File: src/rtl/sha256_pkg.sv
// SHA-256 message feeder shared types and constants.
// State encoding, core slot markers, padding marker, IV.
package sha256_pkg;

  typedef enum logic [2:0] {
    S_IDLE,
    S_INIT,
    S_MSG,
    S_PAD,
    S_COMP,
    S_CAP
  } state_e;

  typedef struct packed {
    logic msg_done;
    logic mark_done;
    logic len_sent;
  } pad_flags_t;

  localparam logic [6:0] SLOT_LAST     = 7'd67;
  localparam logic [6:0] SLOT_MSG_LAST = 7'd15;
  localparam logic [6:0] SLOT_LEN_HI   = 7'd14;

  localparam logic [31:0] PAD_MARKER = 32'h8000_0000;

  localparam logic [255:0] IV = {
    32'h6a09e667, 32'hbb67ae85,
    32'h3c6ef372, 32'ha54ff53a,
    32'h510e527f, 32'h9b05688c,
    32'h1f83d9ab, 32'h5be0cd19
  };

endpackage

File: src/rtl/sha256_pad_word.sv
// Final-word byte mask with 0x80 marker insertion.
// data_i/last_i/nbytes_i in; word_o padded word, marked_o marker placed.
module sha256_pad_word (
  input  logic [31:0] data_i,
  input  logic        last_i,
  input  logic [1:0]  nbytes_i,
  output logic [31:0] word_o,
  output logic        marked_o
);

  always_comb begin
    word_o   = data_i;
    marked_o = 1'b0;
    if (last_i) begin
      unique case (nbytes_i)
        2'd1: begin
          word_o   = {data_i[31:24], 24'h80_0000};
          marked_o = 1'b1;
        end
        2'd2: begin
          word_o   = {data_i[31:16], 16'h8000};
          marked_o = 1'b1;
        end
        2'd3: begin
          word_o   = {data_i[31:8], 8'h80};
          marked_o = 1'b1;
        end
        default: ;
      endcase
    end
  end

endmodule

File: src/rtl/sha256_msg_feeder.sv
// SHA-256 core initiator: pads a word stream and feeds 68-slot blocks.
// s_* message in; core_* core word port; digest/digest_valid; busy.
module sha256_msg_feeder
  import sha256_pkg::*;
#(
  parameter int CNT_W = 32
) (
  input  logic         clk,
  input  logic         rst_n,
  input  logic         s_valid,
  output logic         s_ready,
  input  logic [31:0]  s_data,
  input  logic         s_last,
  input  logic [1:0]   s_nbytes,
  output logic         core_init,
  output logic         core_en,
  output logic [31:0]  core_data,
  input  logic [255:0] core_hash,
  output logic [255:0] digest,
  output logic         digest_valid,
  output logic         busy
);

  state_e           state_q, state_d;
  logic [6:0]       slot_q, slot_d;
  logic [CNT_W-1:0] cnt_q, cnt_d;
  pad_flags_t       flg_q, flg_d;
  logic [255:0]     digest_q, digest_d;
  logic             dv_q, dv_d;

  logic        hs;
  logic        slot_wrap;
  logic [31:0] msg_word;
  logic        msg_marked;
  logic [2:0]  nb_add;
  logic [63:0] len_w;
  logic [31:0] pad_w;
  logic        emit_mark;
  logic        emit_hi;

  sha256_pad_word u_pad (
    .data_i   (s_data),
    .last_i   (s_last),
    .nbytes_i (s_nbytes),
    .word_o   (msg_word),
    .marked_o (msg_marked)
  );

  assign hs        = s_valid & s_ready;
  assign slot_wrap = (slot_q == SLOT_LAST);
  assign nb_add    = msg_marked ? {1'b0, s_nbytes} : 3'd4;
  assign len_w     = {{(61-CNT_W){1'b0}}, cnt_q, 3'b000};

  assign digest       = digest_q;
  assign digest_valid = dv_q;
  assign busy         = (state_q != S_IDLE);

  always_ff @(posedge clk or negedge rst_n) begin
    if (!rst_n) begin
      state_q <= S_IDLE;
    end else begin
      state_q <= state_d;
    end
  end

  always_comb begin
    state_d = state_q;
    unique case (state_q)
      S_IDLE: if (s_valid) state_d = S_INIT;
      S_INIT: state_d = S_MSG;
      S_MSG: begin
        if (hs) begin
          if (slot_q == SLOT_MSG_LAST) state_d = S_COMP;
          else if (s_last)             state_d = S_PAD;
        end
      end
      S_PAD: if (slot_q == SLOT_MSG_LAST) state_d = S_COMP;
      S_COMP: begin
        if (slot_wrap) begin
          if (!flg_q.msg_done)      state_d = S_MSG;
          else if (!flg_q.len_sent) state_d = S_PAD;
          else                      state_d = S_CAP;
        end
      end
      S_CAP:   state_d = S_IDLE;
      default: state_d = S_IDLE;
    endcase
  end

  // Length goes out only if the marker already sat at slot 13 or earlier;
  // otherwise slots 14/15 stay zero and a further block carries it.
  always_comb begin
    pad_w     = '0;
    emit_mark = 1'b0;
    emit_hi   = 1'b0;
    if (!flg_q.mark_done) begin
      pad_w     = PAD_MARKER;
      emit_mark = 1'b1;
    end else if (slot_q == SLOT_LEN_HI) begin
      pad_w   = len_w[63:32];
      emit_hi = 1'b1;
    end else if (slot_q == SLOT_MSG_LAST && flg_q.len_sent) begin
      pad_w = len_w[31:0];
    end
  end

  always_comb begin
    s_ready   = 1'b0;
    core_init = 1'b0;
    core_en   = 1'b0;
    core_data = '0;
    unique case (state_q)
      S_INIT: core_init = 1'b1;
      S_MSG: begin
        s_ready   = 1'b1;
        core_en   = s_valid;
        core_data = s_valid ? msg_word : '0;
      end
      S_PAD: begin
        core_en   = 1'b1;
        core_data = pad_w;
      end
      S_COMP:  core_en = 1'b1;
      default: ;
    endcase
  end

  always_comb begin
    slot_d   = slot_q;
    cnt_d    = cnt_q;
    flg_d    = flg_q;
    digest_d = digest_q;
    dv_d     = (state_q == S_CAP);
    if (core_en) begin
      slot_d = slot_wrap ? 7'd0 : slot_q + 7'd1;
    end
    unique case (state_q)
      S_INIT: begin
        slot_d = '0;
        cnt_d  = '0;
        flg_d  = '0;
      end
      S_MSG: begin
        if (hs) begin
          cnt_d           = cnt_q + CNT_W'(nb_add);
          flg_d.msg_done  = s_last;
          flg_d.mark_done = msg_marked;
        end
      end
      S_PAD: begin
        if (emit_mark) flg_d.mark_done = 1'b1;
        if (emit_hi)   flg_d.len_sent  = 1'b1;
      end
      S_CAP:   digest_d = core_hash;
      default: ;
    endcase
  end

  always_ff @(posedge clk or negedge rst_n) begin
    if (!rst_n) begin
      slot_q   <= '0;
      cnt_q    <= '0;
      flg_q    <= '0;
      digest_q <= '0;
      dv_q     <= 1'b0;
    end else begin
      slot_q   <= slot_d;
      cnt_q    <= cnt_d;
      flg_q    <= flg_d;
      digest_q <= digest_d;
      dv_q     <= dv_d;
    end
  end

endmodule
File: config.mk
export PLATFORM = sky130hd
export DESIGN_NAME = sha256_msg_feeder
export DESIGN_NICKNAME = d
export VERILOG_FILES = /design/src/rtl/sha256_pkg.sv /design/src/rtl/sha256_pad_word.sv /design/src/rtl/sha256_msg_feeder.sv
export SDC_FILE = /design/constraint.sdc
export NUM_CORES = 1
export LEC_CHECK = 0
export ABC_CLOCK_PERIOD_IN_PS = 5400
export BUFFER_PORTS_ARGS = -buffer_cell sky130_fd_sc_hd__buf_2
export CORE_AREA = 8 8 222 224
export CTS_CLUSTER_DIAMETER = 30
export DETAILED_ROUTE_END_ITERATION = 7
export DIE_AREA = 0 0 230 232
export GPL_TIMING_DRIVEN = 0
export PLACE_DENSITY = 0.55
export SETUP_SLACK_MARGIN = 0.2
export SYNTH_ARGS = -nofsm -noshare
export SYNTH_HDL_FRONTEND = slang
export SYNTH_SLANG_ARGS = --single-unit
File: constraint.sdc
create_clock -name clk -period 5.4 [get_ports clk]
set_input_delay 0.27 -clock clk [delete_from_list [all_inputs] [get_ports clk]]
set_output_delay 0.27 -clock clk [all_outputs]
set_load 0.005 [all_outputs]
Word-level counts from Yosys, hierarchy flattened
Cells that the tools add are included.
{"block": "word_totals", "reg_bits": 302, "latch_bits": 0, "ramBits": 0, "rom_bits": 0, "input_bits": 294, "out_inout_bits": 293, "wordCells": 75, "memories": 0}
{"block": "classes", "n_addsub": 2, "mul": 0, "div_mod_pow": 0, "order_cmp": 0, "eq_ne": 17, "n_shift": 0, "muxes": 34, "bitwise_logic": 1, "n_reduce_logical": 13}
{"op": "$mux W32", "count": 5}
{"op": "$pmux W32 S2", "count": 2}
{"op": "$pmux W24 S3", "count": 1}
{"op": "$add A32 B3 Y32", "count": 1}
{"op": "$mux W3", "count": 9}
{"op": "$mux W24", "count": 1}
{"op": "$mux W7", "count": 3}
{"op": "$pmux W3 S5", "count": 1}
{"op": "$eq A7 B4 Y1 const B", "count": 2}
{"op": "$ne A2 B2 Y1 const B", "count": 5}
{"op": "$add A7 B1 Y7 const B", "count": 1}
{"op": "$eq A7 B7 Y1 const B", "count": 1}
{"op": "$mux W1", "count": 7}
{"op": "$eq A3 B2 Y1 const B", "count": 2}
{"op": "$eq A3 B3 Y1 const B", "count": 2}
{"op": "$pmux W1 S2", "count": 3}
{"op": "$reduce_and A2 Y1", "count": 3}
{"op": "$reduce_bool A2 Y1", "count": 3}
{"op": "$reduce_bool A3 Y1", "count": 2}
{"op": "$reduce_and A5 Y1", "count": 1}
{"op": "$eq A2 B2 Y1 const B", "count": 2}
{"op": "$eq A3 B1 Y1 const B", "count": 1}
{"op": "$logic_not A3 Y1", "count": 1}
{"op": "$ne A3 B3 Y1 const B", "count": 1}
{"op": "other kinds (7)", "count": 7}

Longest topological paths before layout
{"block": "logic_depth", "ltp_word": 8, "depth_mapped": 11, "ltp_nobuf": 9}

Hierarchy
Synthesis repeated with hierarchy kept, for this count alone.
{"block": "hier_totals", "cells_unflattened": 914, "area_unflattened_um2": 12684.7}
{"mod": "sha256_msg_feeder", "instances": 1, "cells_per_inst": 873, "area_per_inst_um2": 12403.1, "seq_area_each_um2": 7557.2}
{"mod": "sha256_pad_word", "instances": 1, "cells_per_inst": 41, "area_per_inst_um2": 281.5, "seq_area_each_um2": 0.0}

Worst setup path before layout
OpenSTA, ideal clock, no wires.
{"block": "synth_timing", "kind": "in2reg", "from": "input port s_last", "to": "register cnt_q[28]", "setup_ps": 133, "arrival_ps": 2158, "required_time_ps": 5267, "setup_slack_ps": 3109, "cell_stages": 11, "n_path_buf": 2, "path_cell_list": "buf_4 -> and2_1 -> ha_1 -> inv_1 -> fa_1 -> nor2b_1 -> o211ai_1 -> buf_1 -> nor4_1 -> xnor2_1 -> nor2_1"}
{"block": "synth_between", "elab_chain_len": 5}
{"element": "start, declared", "line": "sha256_msg_feeder.sv:13", "rtl": "input logic s_last,"}
{"element": "$mux W1", "line": "sha256_pad_word.sv:14", "rtl": "if (last_i) begin"}
{"element": "$mux W3", "line": "sha256_msg_feeder.sv:51", "rtl": "assign nb_add = msg_marked ? {1'b0, s_nbytes} : 3'd4;"}
{"element": "$add A32 B3 Y32", "line": "sha256_msg_feeder.sv:145", "rtl": "cnt_d = cnt_q + CNT_W'(nb_add);"}
{"element": "$mux W32", "line": "sha256_msg_feeder.sv:144", "rtl": "if (hs) begin"}
{"element": "$pmux W32 S2", "line": "sha256_msg_feeder.sv:137", "rtl": "unique case (state_q)"}
{"element": "end signal, assigned", "line": "sha256_msg_feeder.sv:168", "rtl": "cnt_q <= cnt_d;"}
{"element": "end, declared", "line": "sha256_msg_feeder.sv:26", "rtl": "logic [CNT_W-1:0] cnt_q, cnt_d;"}
No other way between the ends. The select of a mux whose other input is x is not followed.
A chain may end at the register's enable or synchronous reset.

Worst setup path after layout
{"block": "layout_timing", "from": "register slot_q[1]", "to": "output port core_data[7]"}
{"block": "layout_between", "elab_chain_len": 6, "word_cells_on_any_way": 7, "classes_between": "eq/ne (2); mux (4); reduce/logical (1)"}
{"element": "start, declared", "line": "sha256_msg_feeder.sv:25", "rtl": "logic [6:0] slot_q, slot_d;"}
{"element": "start signal, assigned", "line": "sha256_msg_feeder.sv:167", "rtl": "slot_q <= slot_d;"}
{"element": "$eq A7 B4 Y1", "line": "sha256_msg_feeder.sv:102", "rtl": "end else if (slot_q == SLOT_MSG_LAST && flg_q.len_sent) begin"}
{"element": "$logic_and A1 B1 Y1", "line": "sha256_msg_feeder.sv:102"}
{"element": "$mux W32", "line": "sha256_msg_feeder.sv:102"}
{"element": "$mux W32 (*)", "line": "sha256_msg_feeder.sv:99", "rtl": "end else if (slot_q == SLOT_LEN_HI) begin"}
{"element": "$mux W32 (*)", "line": "sha256_msg_feeder.sv:96", "rtl": "if (!flg_q.mark_done) begin"}
{"element": "$pmux W32 S2 (*)", "line": "sha256_msg_feeder.sv:112", "rtl": "unique case (state_q)"}
{"element": "end, declared", "line": "sha256_msg_feeder.sv:17", "rtl": "output logic [31:0] core_data,"}
Every way passes the cells marked *; elsewhere a longest branch is shown, timed or not.

==> results.cfg <==
[setup_path]
rrSetupSlack_ns = 2.60
timing.rr.end = digest[20]$_DFFE_PN0P_
worstSetupPathType = reg2out
reg2reg_from = state_q[1]$_DFFE_PN0P_
worstPathArrival_ns = 3.10
critPathMaxStageDelay_ns = 0.53
cp_slowest_cell = nor4_4
endpoint = core_data[7]
cp_cell_sequence = ha_1, nand3_2, or4_1, buf_6, nor4_4, buf_6, nand2_1, o21ai_1, buf_2
required_ns = 5.13
critPathMaxFanout = 10
cpMostUsedCell = buf_6
crit_start = slot_q[1]$_DFFE_PN0P_
reg2reg_depth = 5
end_kind = output pin
start_kind = register

[pwr]
power.density_nw_per_um2 = 556
vdd_drop_max_mv = 0.342
leakage_nw = 10.8
total_power_mw = 12.1

[die]
die_y_um = 232
pin_count = 587
rows = 79
die_area_um2 = 53400
fp.dieW_um = 230
initial_core_util_pct = 27.2
core-area_um2 = 45900

[yosys]
yosysTopAreaCell = dfrtp_1
ys_dominant_reg_cell = dfrtp_1
yosysSeqAreaShare_pct = 60.7
yosysWarnings = 0
synth_top_family_by_area = multiplexers
syn-cell-area_um2 = 12500
avgSynthCellArea_um2 = 14.3
syn_inst = 874
synth_top_cell_area_share_pct = 60.7
synthXorXnorAreaFrac_pct = 1.90
synth_cell_types = 61
netlist_top_cells_count = dfrtp_1 (302), mux2_2 (256), nor2_1 (43)
ys_ff_latch = 302
synth_simple_gate_area_share_pct = 5.72
synth-edff-count = 0
muxShareOfSynthArea_pct = 23.1
async_reset_ff_share_pct = 100
synth.most_common_cell = dfrtp_1
syn_nets = 1174
synthTopCellsByArea = dfrtp_1 (61%), mux2_2 (23%), a22o_2 (1.4%), nor2_1 (1.3%), xnor2_1 (1.3%)
synth_fa_ha_area_share_pct = 0.663
synth_compound_area_share_pct = 5.35

[sta]
fin_crit_sh_pct = 62.4
setup_violations = 0
slew_headroom_pct = 41.6
final_hold_viol_count = 0
worst_pin_slew_ns = 0.877
fmax_mhz = 297
rsz0062_at_grt = false
fin_skew_ns = 0.0190
slew_viol_final = 0
fin_crit_ns = 3.37

[global_routing]
grtUsageMet2_pct = 30.8
grt_pass1_vias = 12600
met3_usage_pct = 6.80
grt.overflow.total = 0
globalRouteMet1Util_pct = 18.6
grt_max_degree = 120
antenna_found_initial = 2
grt_pass1_wl_um = 74200
grt.busiest_layer = met2
grt_use_total_pct = 17.8

[route]
wl_per_cell_um = 19.5
dr_total_vias = 11100
drt_iter0_markers = 340
dr.pass1.iters = 4
viasPerCell = 4.46
drc = 0
wl_um = 48400
antenna_left = 0

[cts]
cts-root-buf = clkbuf_16
cts_tree = done
cts_setup_buffers = 0
holdBufCountCts = 258
htree_levels = 3
ctsResizeCount = 0
clk_latency_ns = 0.60
cts_max_path_buffers = 3
cts_buffers = 81
path_clk_slew_ns = 0.05
cts.sinks = 302

[hold_path]
min_path_type = in2reg

[placed_design]
place_congestion = 0.812
placed_area_um2 = 16200
io_buffers = 585
place_hpwl_um = 34200

[final_layout]
areaGrowthSynthToFinish_pct = 74.7
drive_above_1_share_pct = 56.2
nets = 2102
finalInstanceArea_um2 = 21800

[flow_run]
drv_cap = 0

[run_status]
status = completed
==> worst max-delay path, delay by kind of cell (launching register included) <==
kind            cells  cell delay [ns]
compound gates      1             0.10
buf+inv             3             0.57
simple gates        4             1.15
flops               1             0.42
fa+ha+maj           1             0.26
==> how the worst min path moves through the flow <==
stage	from	to	slack, ns	cells past startpoint
after global placement	digest[147]$_DFFE_PN0P_	digest[147]$_DFFE_PN0P_	0.48	1
after global routing	s_valid	flg_q[1]$_DFFE_PN0P_	0.1	3
final	s_valid	flg_q[1]$_DFFE_PN0P_	0.06	3
after CTS	s_valid	flg_q[1]$_DFFE_PN0P_	0.008	3
after detailed placement	rst_n	digest[123]$_DFFE_PN0P_	0.30	1
after floorplan	rst_n	cnt_q[0]$_DFFE_PN0P_	-0.03	0
==> placed cells by master, fill, tap and decap left out, drive strengths merged, types with 18 or more instances in the layout <==
master,instances
buf,622
dfrtp,302
dlygate4sd3,258
mux2,256
clkbuf,122
nor2,43
a22o,31
inv,24
nand2,23
xnor2,18
clkinv,18
==> where the power goes <==
group | leakage (nW) | internal, mW | total, mW | switching [mW]
clock | 1.44 | 3.63 | 5.12 | 1.49
sequential | 3.86 | 3.22 | 3.74 | 0.515
combinational | 5.47 | 1.75 | 3.24 | 1.49
total | 10.8 | 8.61 | 12.1 | 3.50
==> cells by family after synthesis <==
kind of cell	count (synthesis)
compound gates	85
xor+xnor	27
fa+ha+maj	6
buf+inv	66
flops	302
mux	256
simple gates	132
==> stage by stage <==
step / std cells / setup slack, ns / util [%] / setup TNS (ns) / hold WS [ns]
2_1_floorplan: 874 / 3.11 / - / 0 / -0.0256
3_3_place_gp: 2066 / -1.85 / 35.2 / -545.45 / 0.484
3_5_place_dp: 2068 / 2.40 / 35.4 / 0 / 0.305
4_1_cts: 2478 / 1.97 / 47.4 / 0 / 0.00806
5_1_grt: 2480 / 1.82 / 47.5 / 0 / 0.0998
6_report: 2480 / 2.03 / 47.5 / 0 / 0.0634
==> area by class of cell <==
| class | count | area [um2] |
|---|---|---|
| fill | 4043 | 24100 |
| sequential | 302 | 7560 |
| tap | 607 | 759 |
| buffer | 47 | 246 |
| antenna | 2 | 5.00 |
| clock buffer | 110 | 2360 |
| timing repair buffer | 845 | 5580 |
| multi-input combinational | 506 | 4590 |
| clock inverter | 42 | 603 |
| inverter | 19 | 73.8 |
==> per-layer routing <==
metal / vias up / part of all wire [%]
li1: 5050 / -
met4: 0 / 4.6
met5: - / 0
met3: 105 / 8.6
met2: 478 / 50
met1: 5419 / 37
==> state kept, by name, summed over array words and instances (netlist names) <==
name and cells:
flg_q 3, slot_q 7, state_q 3, cnt_q 32, digest_valid 1, digest 256
Power figures use the tool's default switching activity.
